File: src/rtl/skynet_mac_pipe_if.sv
// Beat-level bus of the SkyNet MAC pipe.
//   Input side : in_valid/in_ready handshake, operands din0/din1, in_mode (0 multiply,
//                1 accumulate), in_first/in_last group delimiters.
//   Output side: out_valid/out_ready handshake, dout (product or group sum), out_ovf.
// master = producer/consumer around the unit, slave = the MAC unit itself.
interface skynet_mac_pipe_if #(
  parameter int unsigned A_WIDTH   = 8,
  parameter int unsigned B_WIDTH   = 13,
  parameter int unsigned ACC_WIDTH = 32
);
  logic                 in_valid;
  logic                 in_ready;
  logic [A_WIDTH-1:0]   din0;
  logic [B_WIDTH-1:0]   din1;
  logic                 in_mode;
  logic                 in_first;
  logic                 in_last;
  logic                 out_valid;
  logic                 out_ready;
  logic [ACC_WIDTH-1:0] dout;
  logic                 out_ovf;

  modport master (
    output in_valid, din0, din1, in_mode, in_first, in_last, out_ready,
    input  in_ready, out_valid, dout, out_ovf
  );

  modport slave (
    input  in_valid, din0, din1, in_mode, in_first, in_last, out_ready,
    output in_ready, out_valid, dout, out_ovf
  );
endinterface

File: src/rtl/skynet_mac_pipe.sv
// Pipelined multiply-accumulate unit with valid/ready flow control.
// Ports:
//   ap_clk - clock, all state on rising edge
//   ap_rst - synchronous active-high reset
//   bus    - skynet_mac_pipe_if slave: input beats (operands + mode/first/last) and
//            output words (dout + out_ovf) with valid/ready on both sides.
// Pipeline: input capture register, NUM_STAGE product registers, then the
// accumulate/output register. The whole pipe advances together on en.
module skynet_mac_pipe #(
  parameter int unsigned A_WIDTH   = 8,
  parameter int unsigned B_WIDTH   = 13,
  parameter int unsigned ACC_WIDTH = 32,
  parameter int unsigned NUM_STAGE = 2,
  parameter int unsigned SIGNED    = 0,
  parameter int unsigned SATURATE  = 1
) (
  input logic              ap_clk,
  input logic              ap_rst,
  skynet_mac_pipe_if.slave bus
);
  localparam int unsigned P   = A_WIDTH + B_WIDTH;
  localparam int unsigned MSB = ACC_WIDTH - 1;

  logic en;

  // Input capture stage
  logic               in_v_q, in_m_q, in_f_q, in_l_q;
  logic [A_WIDTH-1:0] a_q;
  logic [B_WIDTH-1:0] b_q;

  // Product stages; index 0 is the youngest
  logic [NUM_STAGE-1:0][P-1:0] prod_q;
  logic [NUM_STAGE-1:0]        v_q, m_q, f_q, l_q;

  // Accumulator and output register
  logic [ACC_WIDTH-1:0] acc_q, dout_q;
  logic                 sticky_q, ovf_q, out_valid_q;

  // Combinational helpers
  logic [P-1:0]         a_x, b_x, prod;
  logic [P-1:0]         p_last;
  logic                 v_last, m_last, f_last, l_last;
  logic [ACC_WIDTH-1:0] prod_acc, base, raw, sat, sum;
  logic [ACC_WIDTH:0]   sum_full;
  logic                 add_ovf, sticky_new;

  assign en            = !out_valid_q || bus.out_ready;
  assign bus.in_ready  = en;
  assign bus.out_valid = out_valid_q;
  assign bus.dout      = dout_q;
  assign bus.out_ovf   = ovf_q;

  // Operands extended to P bits (sign or zero); the low P bits of the P x P product
  // equal the exact signed/unsigned product since it always fits in P bits.
  always_comb begin
    a_x              = {P{(SIGNED != 0) && a_q[A_WIDTH-1]}};
    a_x[A_WIDTH-1:0] = a_q;
    b_x              = {P{(SIGNED != 0) && b_q[B_WIDTH-1]}};
    b_x[B_WIDTH-1:0] = b_q;
    prod             = a_x * b_x;
  end

  assign p_last = prod_q[NUM_STAGE-1];
  assign v_last = v_q[NUM_STAGE-1];
  assign m_last = m_q[NUM_STAGE-1];
  assign f_last = f_q[NUM_STAGE-1];
  assign l_last = l_q[NUM_STAGE-1];

  always_comb begin
    prod_acc        = {ACC_WIDTH{(SIGNED != 0) && p_last[P-1]}};
    prod_acc[P-1:0] = p_last;
    // A first beat restarts from zero, so the product alone can never overflow.
    base            = f_last ? '0 : acc_q;
    sum_full        = {1'b0, base} + {1'b0, prod_acc};
    raw             = sum_full[ACC_WIDTH-1:0];
    if (SIGNED != 0) begin
      add_ovf = (base[MSB] == prod_acc[MSB]) && (raw[MSB] != base[MSB]);
      // On signed overflow both addends share a sign; clamp toward it.
      sat     = prod_acc[MSB] ? {1'b1, {(ACC_WIDTH-1){1'b0}}} : {1'b0, {(ACC_WIDTH-1){1'b1}}};
    end else begin
      add_ovf = sum_full[ACC_WIDTH];
      sat     = '1;
    end
    sum        = (add_ovf && (SATURATE != 0)) ? sat : raw;
    sticky_new = (f_last ? 1'b0 : sticky_q) | add_ovf;
  end

  // Input and product stages
  always_ff @(posedge ap_clk) begin
    if (ap_rst) begin
      in_v_q <= 1'b0;
      in_m_q <= 1'b0;
      in_f_q <= 1'b0;
      in_l_q <= 1'b0;
      a_q    <= '0;
      b_q    <= '0;
      prod_q <= '0;
      v_q    <= '0;
      m_q    <= '0;
      f_q    <= '0;
      l_q    <= '0;
    end else if (en) begin
      in_v_q <= bus.in_valid;
      in_m_q <= bus.in_mode;
      in_f_q <= bus.in_first;
      in_l_q <= bus.in_last;
      a_q    <= bus.din0;
      b_q    <= bus.din1;
      // Shift-in at index 0; the cast drops the oldest entry.
      prod_q <= (NUM_STAGE * P)'({prod_q, prod});
      v_q    <= (NUM_STAGE)'({v_q, in_v_q});
      m_q    <= (NUM_STAGE)'({m_q, in_m_q});
      f_q    <= (NUM_STAGE)'({f_q, in_f_q});
      l_q    <= (NUM_STAGE)'({l_q, in_l_q});
    end
  end

  // Accumulate / output stage
  always_ff @(posedge ap_clk) begin
    if (ap_rst) begin
      acc_q       <= '0;
      sticky_q    <= 1'b0;
      dout_q      <= '0;
      ovf_q       <= 1'b0;
      out_valid_q <= 1'b0;
    end else if (en) begin
      // en implies any held word was consumed this edge
      out_valid_q <= 1'b0;
      if (v_last) begin
        if (!m_last) begin
          dout_q      <= prod_acc;
          ovf_q       <= 1'b0;
          out_valid_q <= 1'b1;
        end else if (l_last) begin
          dout_q      <= sum;
          ovf_q       <= sticky_new;
          out_valid_q <= 1'b1;
          acc_q       <= '0;
          sticky_q    <= 1'b0;
        end else begin
          acc_q    <= sum;
          sticky_q <= sticky_new;
        end
      end
    end
  end
endmodule

File: src/flat_wrapper.sv
// flat-port wrapper written by rule: the top's interface ports become plain ports
module skynet_mac_pipe_flat 
#(
  parameter int unsigned A_WIDTH   = 8,
  parameter int unsigned B_WIDTH   = 13,
  parameter int unsigned ACC_WIDTH = 32,
  parameter int unsigned NUM_STAGE = 2,
  parameter int unsigned SIGNED    = 0,
  parameter int unsigned SATURATE  = 1
)
  (ap_clk, ap_rst, bus_in_valid, bus_din0, bus_din1, bus_in_mode, bus_in_first, bus_in_last, bus_out_ready, bus_in_ready, bus_out_valid, bus_dout, bus_out_ovf);
  skynet_mac_pipe_if #(.A_WIDTH(A_WIDTH), .B_WIDTH(B_WIDTH), .ACC_WIDTH(ACC_WIDTH)) bus_i ();
  input logic ap_clk;
  input logic ap_rst;
  input wire logic [$bits(bus_i.in_valid)-1:0] bus_in_valid;
  input wire logic [$bits(bus_i.din0)-1:0] bus_din0;
  input wire logic [$bits(bus_i.din1)-1:0] bus_din1;
  input wire logic [$bits(bus_i.in_mode)-1:0] bus_in_mode;
  input wire logic [$bits(bus_i.in_first)-1:0] bus_in_first;
  input wire logic [$bits(bus_i.in_last)-1:0] bus_in_last;
  input wire logic [$bits(bus_i.out_ready)-1:0] bus_out_ready;
  output wire logic [$bits(bus_i.in_ready)-1:0] bus_in_ready;
  output wire logic [$bits(bus_i.out_valid)-1:0] bus_out_valid;
  output wire logic [$bits(bus_i.dout)-1:0] bus_dout;
  output wire logic [$bits(bus_i.out_ovf)-1:0] bus_out_ovf;
  assign bus_i.in_valid = bus_in_valid;
  assign bus_i.din0 = bus_din0;
  assign bus_i.din1 = bus_din1;
  assign bus_i.in_mode = bus_in_mode;
  assign bus_i.in_first = bus_in_first;
  assign bus_i.in_last = bus_in_last;
  assign bus_i.out_ready = bus_out_ready;
  assign bus_in_ready = bus_i.in_ready;
  assign bus_out_valid = bus_i.out_valid;
  assign bus_dout = bus_i.dout;
  assign bus_out_ovf = bus_i.out_ovf;
  skynet_mac_pipe #(.A_WIDTH(A_WIDTH), .B_WIDTH(B_WIDTH), .ACC_WIDTH(ACC_WIDTH), .NUM_STAGE(NUM_STAGE), .SIGNED(SIGNED), .SATURATE(SATURATE)) u_core (.ap_clk(ap_clk), .ap_rst(ap_rst), .bus(bus_i));
endmodule
File: config.mk
export PLATFORM = sky130hd
export DESIGN_NAME = skynet_mac_pipe_flat
export DESIGN_NICKNAME = d
export VERILOG_FILES = /design/src/rtl/skynet_mac_pipe_if.sv /design/src/rtl/skynet_mac_pipe.sv /design/src/flat_wrapper.sv
export SDC_FILE = /design/constraint.sdc
export NUM_CORES = 1
export LEC_CHECK = 0
export ABC_AREA = 1
export BUFFER_PORTS_ARGS = -buffer_cell sky130_fd_sc_hd__buf_2
export CORE_ASPECT_RATIO = 0.6
export CORE_MARGIN = 2
export CORE_UTILIZATION = 68
export CTS_CLUSTER_SIZE = 24
export DETAILED_ROUTE_END_ITERATION = 8
export PLACE_DENSITY = 0.95
export REMOVE_ABC_BUFFERS = 1
export SLEW_MARGIN = 20
export SYNTH_ARGS = -nofsm -noshare
export SYNTH_HDL_FRONTEND = slang
export SYNTH_SLANG_ARGS = --single-unit
File: constraint.sdc
create_clock -name ap_clk -period 9.5 [get_ports ap_clk]
set_clock_uncertainty 0.15 [all_clocks]
set_input_delay 1.425 -clock ap_clk [delete_from_list [all_inputs] [get_ports ap_clk]]
set_output_delay 1.425 -clock ap_clk [all_outputs]
set_load 0.02 [all_outputs]
Yosys cells after proc, flatten, opt, wreduce, memory -nomap -nowiden

Cells that the tools add are included.

Reductions and logical operators: 4
Mux-type cells: 12
Multipliers: 1
Equality and inequality tests: 1
Bitwise gates (word level): 1
$add $sub $neg: 1

Operators with widths:

| kind                 | count |
|---|---|
| $mux W32             | 5 |
| $add A32 B21 Y33     | 1 |
| $mul A8 B13 Y21      | 1 |
| $mux W1              | 7 |
| $reduce_and A3 Y1    | 2 |
| $ne A2 B2 Y1 const B | 1 |
| $logic_not A1 Y1     | 1 |
| $logic_or A1 B1 Y1   | 1 |
| $or A1 B1 Y1         | 1 |

Word-level logic and storage cells: 37
Input port bits: 28
Register bits: 142

Depth between registers and ports, before layout

Depth after elaboration: 5
Mapped depth: 24

Worst setup path after synthesis

No wires, ideal clock.

Kind: register to register
Start point: register u_core.a_q[7]
End point: register u_core.prod_q[18] in the netlist's numbering
Slack: 4881 ps
Stages on the path, launching flop included: 21
Setup time: 114 ps
Data arrival time: 4356 ps
Path buffers: 1
Period minus slack after synthesis: 4619 ps
Cells stage by stage: dfxtp_1 clkbuf_1 nand2_1 fa_1 fa_1 inv_1 fa_1 inv_1 fa_1 inv_1 ha_1 nand2_1 or2_2 nand3_1 nand2_1 nand2_1 inv_1 o21ai_0 nor2_1 o21bai_1 inv_1

Cells in the longest elaborated chain, start to end: 1

RTL lines:

| item                   | line                   | source |
|---|---|---|
| start, declared        | skynet_mac_pipe.sv:28  | `logic [A_WIDTH-1:0] a_q;` |
| start signal, assigned | skynet_mac_pipe.sv:107 | `a_q <= bus.din0;` |
| $mul A8 B13 Y21        | skynet_mac_pipe.sv:60  | `prod = a_x * b_x;` |
| end signal, assigned   | skynet_mac_pipe.sv:110 | `prod_q <= (NUM_STAGE * P)'({prod_q, prod});` |
| end, declared          | skynet_mac_pipe.sv:32  | `logic [NUM_STAGE-1:0][P-1:0] prod_q;` |

Every way passes these cells.
A chain may end at the register's enable or synchronous reset.

Worst setup path after layout

Ends and elaborated chain as after synthesis.

==> flow_summary.json <==
{
  "post_drt_via_cell_ratio": 5.63,
  "worstReg2RegEnd": "u_core.prod_q[18]",
  "core_area_mm2": 0.0161,
  "multi_input_area_mm2": 0.00667,
  "hp-class": "reg2reg",
  "start_kind": "flip-flop",
  "dieWidth_um": 169,
  "cts-buffers-inserted": 17,
  "cts_tree": "done",
  "slew_headroom_pct": 26.3,
  "globalplace.congestion": 1.00,
  "switching_share_pct": 31.5,
  "drt_first_pass_iters": 6,
  "maxCapViolations": 0,
  "crit_end": "u_core.prod_q[18]",
  "synth_warnings": 0,
  "power.share.clock_pct": 41.7,
  "synth_enable_flop_cells": 0,
  "rows": 36,
  "setup_violations": 0,
  "ys_types": 39,
  "drc": 0,
  "layout-drive-gt1-share_pct": 6.88,
  "grt_pass1_wl_mm": 49.3,
  "ctsHoldBuffers": 0,
  "grt_max_degree": 90,
  "die_h_um": 103,
  "hold_violations": 0,
  "max_freq_mhz": 191,
  "synthToLayoutAreaGrowth_pct": 7.92,
  "ys_seq_elements": 142,
  "final_nets": 1888,
  "reg2reg_from": "u_core.a_q[7]",
  "portBuffers": 62,
  "report.final.slew_viol_count": 0,
  "setup_tns_ns": 0,
  "grt_usage_pct": 35.9,
  "avgRoutedWirePerCell_um": 15.4,
  "drtIter0Drc": 1129,
  "crit_path_max_fanout": 14,
  "finalCriticalPeriod_ns": 5.24,
  "outcome": "finished clean",
  "n_fill_cell": 1251,
  "power.switching_mw": 0.504,
  "crit_top_cell": "inv_1",
  "cts_resized": 0,
  "grt-ovfl-total": 0,
  "end_kind": "flip-flop",
  "final_common_cell": "nand2_1",
  "grt_setup_unrepaired": "false",
  "p_int_mw": 1.09,
  "insertion_delay_ns": 0.43,
  "clk_pin_slew_ns": 0.07,
  "routed_wl_mm": 30.0,
  "die-area_mm2": 0.0175,
  "hold_ws_ns": 0.313,
  "cts_buffer_depth": 2,
  "ioPinCount": 63,
  "netlist_instances": 1720,
  "synth_top_family_by_area": "simple AND/OR/NAND/NOR gates",
  "antenna_found_initial": 0,
  "dr_total_vias": 11000,
  "initial_core_util_pct": 69.2,
  "placed_cell_area_mm2": 0.0115,
  "cts-htree-levels": 4,
  "yosys-mux-area-fraction_pct": 0,
  "cp_top_family": "adder cells",
  "cpMaxStageDelayCell": "dfxtp_1",
  "async_reset_ff_share_pct": 0,
  "top_usage_layer": "met2",
  "root_buffer": "clkbuf_16",
  "critical_path_class": "reg2reg",
  "rr_worst_depth": 19,
  "p_seq_share_pct": 41.4,
  "ys_seq_area_share_pct": 25.5,
  "synth_compound_area_share_pct": 12.1,
  "synthesis.area_mm2": 0.0112,
  "reg2reg_slack_ns": 4.26,
  "cp_slowest_stage_delay_ns": 0.65,
  "peakVddDrop_mv": 0.105,
  "synthSimpleGateAreaFrac_pct": 27.0,
  "syn_avg_cell_area_um2": 6.49,
  "use_met3_pct": 8.30,
  "crit_cells": 19,
  "hpwl_mm": 21.6,
  "crit_path_start": "u_core.a_q[7]",
  "grt_pass1_vias": 10200,
  "combPwrFrac_pct": 16.9,
  "powerDensity_mw_per_mm2": 133,
  "use_met2_pct": 55.1,
  "ff_latch_area_mm2": 0.00284,
  "synthAdderAreaFrac_pct": 19.0,
  "final_cell_mix": "nand2_1 (465), inv_1 (347), nor2_1 (151)",
  "clock_sinks": 142,
  "cp_cell_sequence": "nand2_1 > fa_1 > fa_1 > inv_1 > fa_1 > inv_1 > fa_1 > inv_1 > ha_1 > nand2_1 > or2_2 > nand3_1 > nand2_1 > nand2_1 > inv_1 > o21ai_0 > nor2_1 > o21bai_1 > inv_1",
  "postCtsSetupBuffers": 0,
  "leakage_nw": 6.71,
  "tightest_slew_ns": 1.10,
  "synth_xor_area_share_pct": 1.65,
  "synthFlopType": "dfxtp_1",
  "grt_use_met1_pct": 50.8,
  "post-route-period-util_pct": 55.1,
  "fin_area_mm2": 0.0120,
  "cp.arrival_ns": 5.41,
  "worst-path-buf-inv": 5,
  "antennaDiodeCount": 0,
  "crit_required_ns": 9.67,
  "postRouteAntennaNets": 0
}
-- per-stage QoR --
stage,power (mW),setup WS [ns],cells,utilization [%]
5_1_grt,1.67,4.14,1953,74.7
6_report,1.60,4.26,1953,74.7
3_3_place_gp,0.918,4.70,1921,71.1
4_1_cts,1.59,4.39,1953,74.7
3_5_place_dp,0.932,4.43,1921,71.1
2_1_floorplan,0.858,1.97,1643,-
-- logic make-up (layout without fill, tap and decap cells) --
| logic type | after synthesis | in the layout |
|---|---|---|
| AOI/OAI and AO/OA | 260 | 260 |
| xor gates and xnor gates | 21 | 21 |
| adders and majority gates | 129 | 129 |
| buffers and inverters | 429 | 453 |
| DFF | 142 | 142 |
| and+or+nand+nor | 739 | 739 |
-- tightest hold or removal path, cell delays in order, from the launching register on --
cell,delay [ns]
dfxtp_1,0.31
nand2_1,0.06
a21oi_1,0.05
-- cells in the mapped netlist, types with 7 or more instances --
library cell	number	area share [%]
nand4_1	12	0.67
fa_1	67	12
o21bai_1	8	0.54
dfxtp_1	142	25
nor3_1	8	0.36
nand3_1	74	3.3
a21oi_1	140	6.3
nand3b_1	7	0.47
clkbuf_1	66	2.2
o21ai_0	95	4.3
inv_1	349	12
ha_1	62	7.0
nand2_1	465	16
xnor2_1	15	1.2
nor2_1	153	5.1
-- layer usage --
layer | routed length [um] | vias up
met2 | 12500 | 607
met4 | 603 | 0
met1 | 13400 | 5066
met3 | 3570 | 54
li1 | - | 5263
met5 | 0 | -
-- area by class of cell --
cell class	count	area share (%)
clock buffer	17	3.53
clock inverter	15	1.25
inverter	352	11.0
multi-input combinational	1149	55.4
sequential	142	23.6
tap	209	2.17
timing repair buffer	69	3.01
-- how the worst min path moves through the flow --
stage | from | cells past startpoint | end
detailed placement | u_core.bus.dout[16] | 2 | u_core.bus.dout[16]
global placement | u_core.bus.dout[8] | 2 | u_core.bus.dout[8]
floorplan | u_core.acc_q[0] | 2 | u_core.acc_q[0]
CTS | u_core.bus.dout[23] | 2 | u_core.bus.dout[23]
global route | u_core.bus.dout[10] | 2 | u_core.bus.dout[10]
finish | u_core.bus.dout[23] | 2 | u_core.bus.dout[23]
-- state kept, by name, indices dropped and copies added (netlist names) --
name / cells
u_core.a_q: 8
u_core.acc_q: 32
u_core.b_q: 13
u_core.bus.dout: 32
u_core.bus.out_ovf: 1
u_core.bus.out_valid: 1
u_core.f_q: 2
u_core.in_f_q: 1
u_core.in_l_q: 1
u_core.in_m_q: 1
u_core.in_v_q: 1
u_core.l_q: 2
u_core.m_q: 2
u_core.p_last: 21
u_core.prod_q: 21
u_core.sticky_q: 1
u_core.v_q: 2
-- power by group through the flow --
stage | clock (mW) | combinational (mW) | sequential (mW)
global route | 0.696 | 0.308 | 0.664
CTS | 0.668 | 0.265 | 0.659
finish | 0.666 | 0.269 | 0.661
global placement | 0 | 0.248 | 0.670
floorplan | 0 | 0.194 | 0.663
detailed placement | 0 | 0.260 | 0.672
No activity file was read; power rests on OpenSTA's default activity.
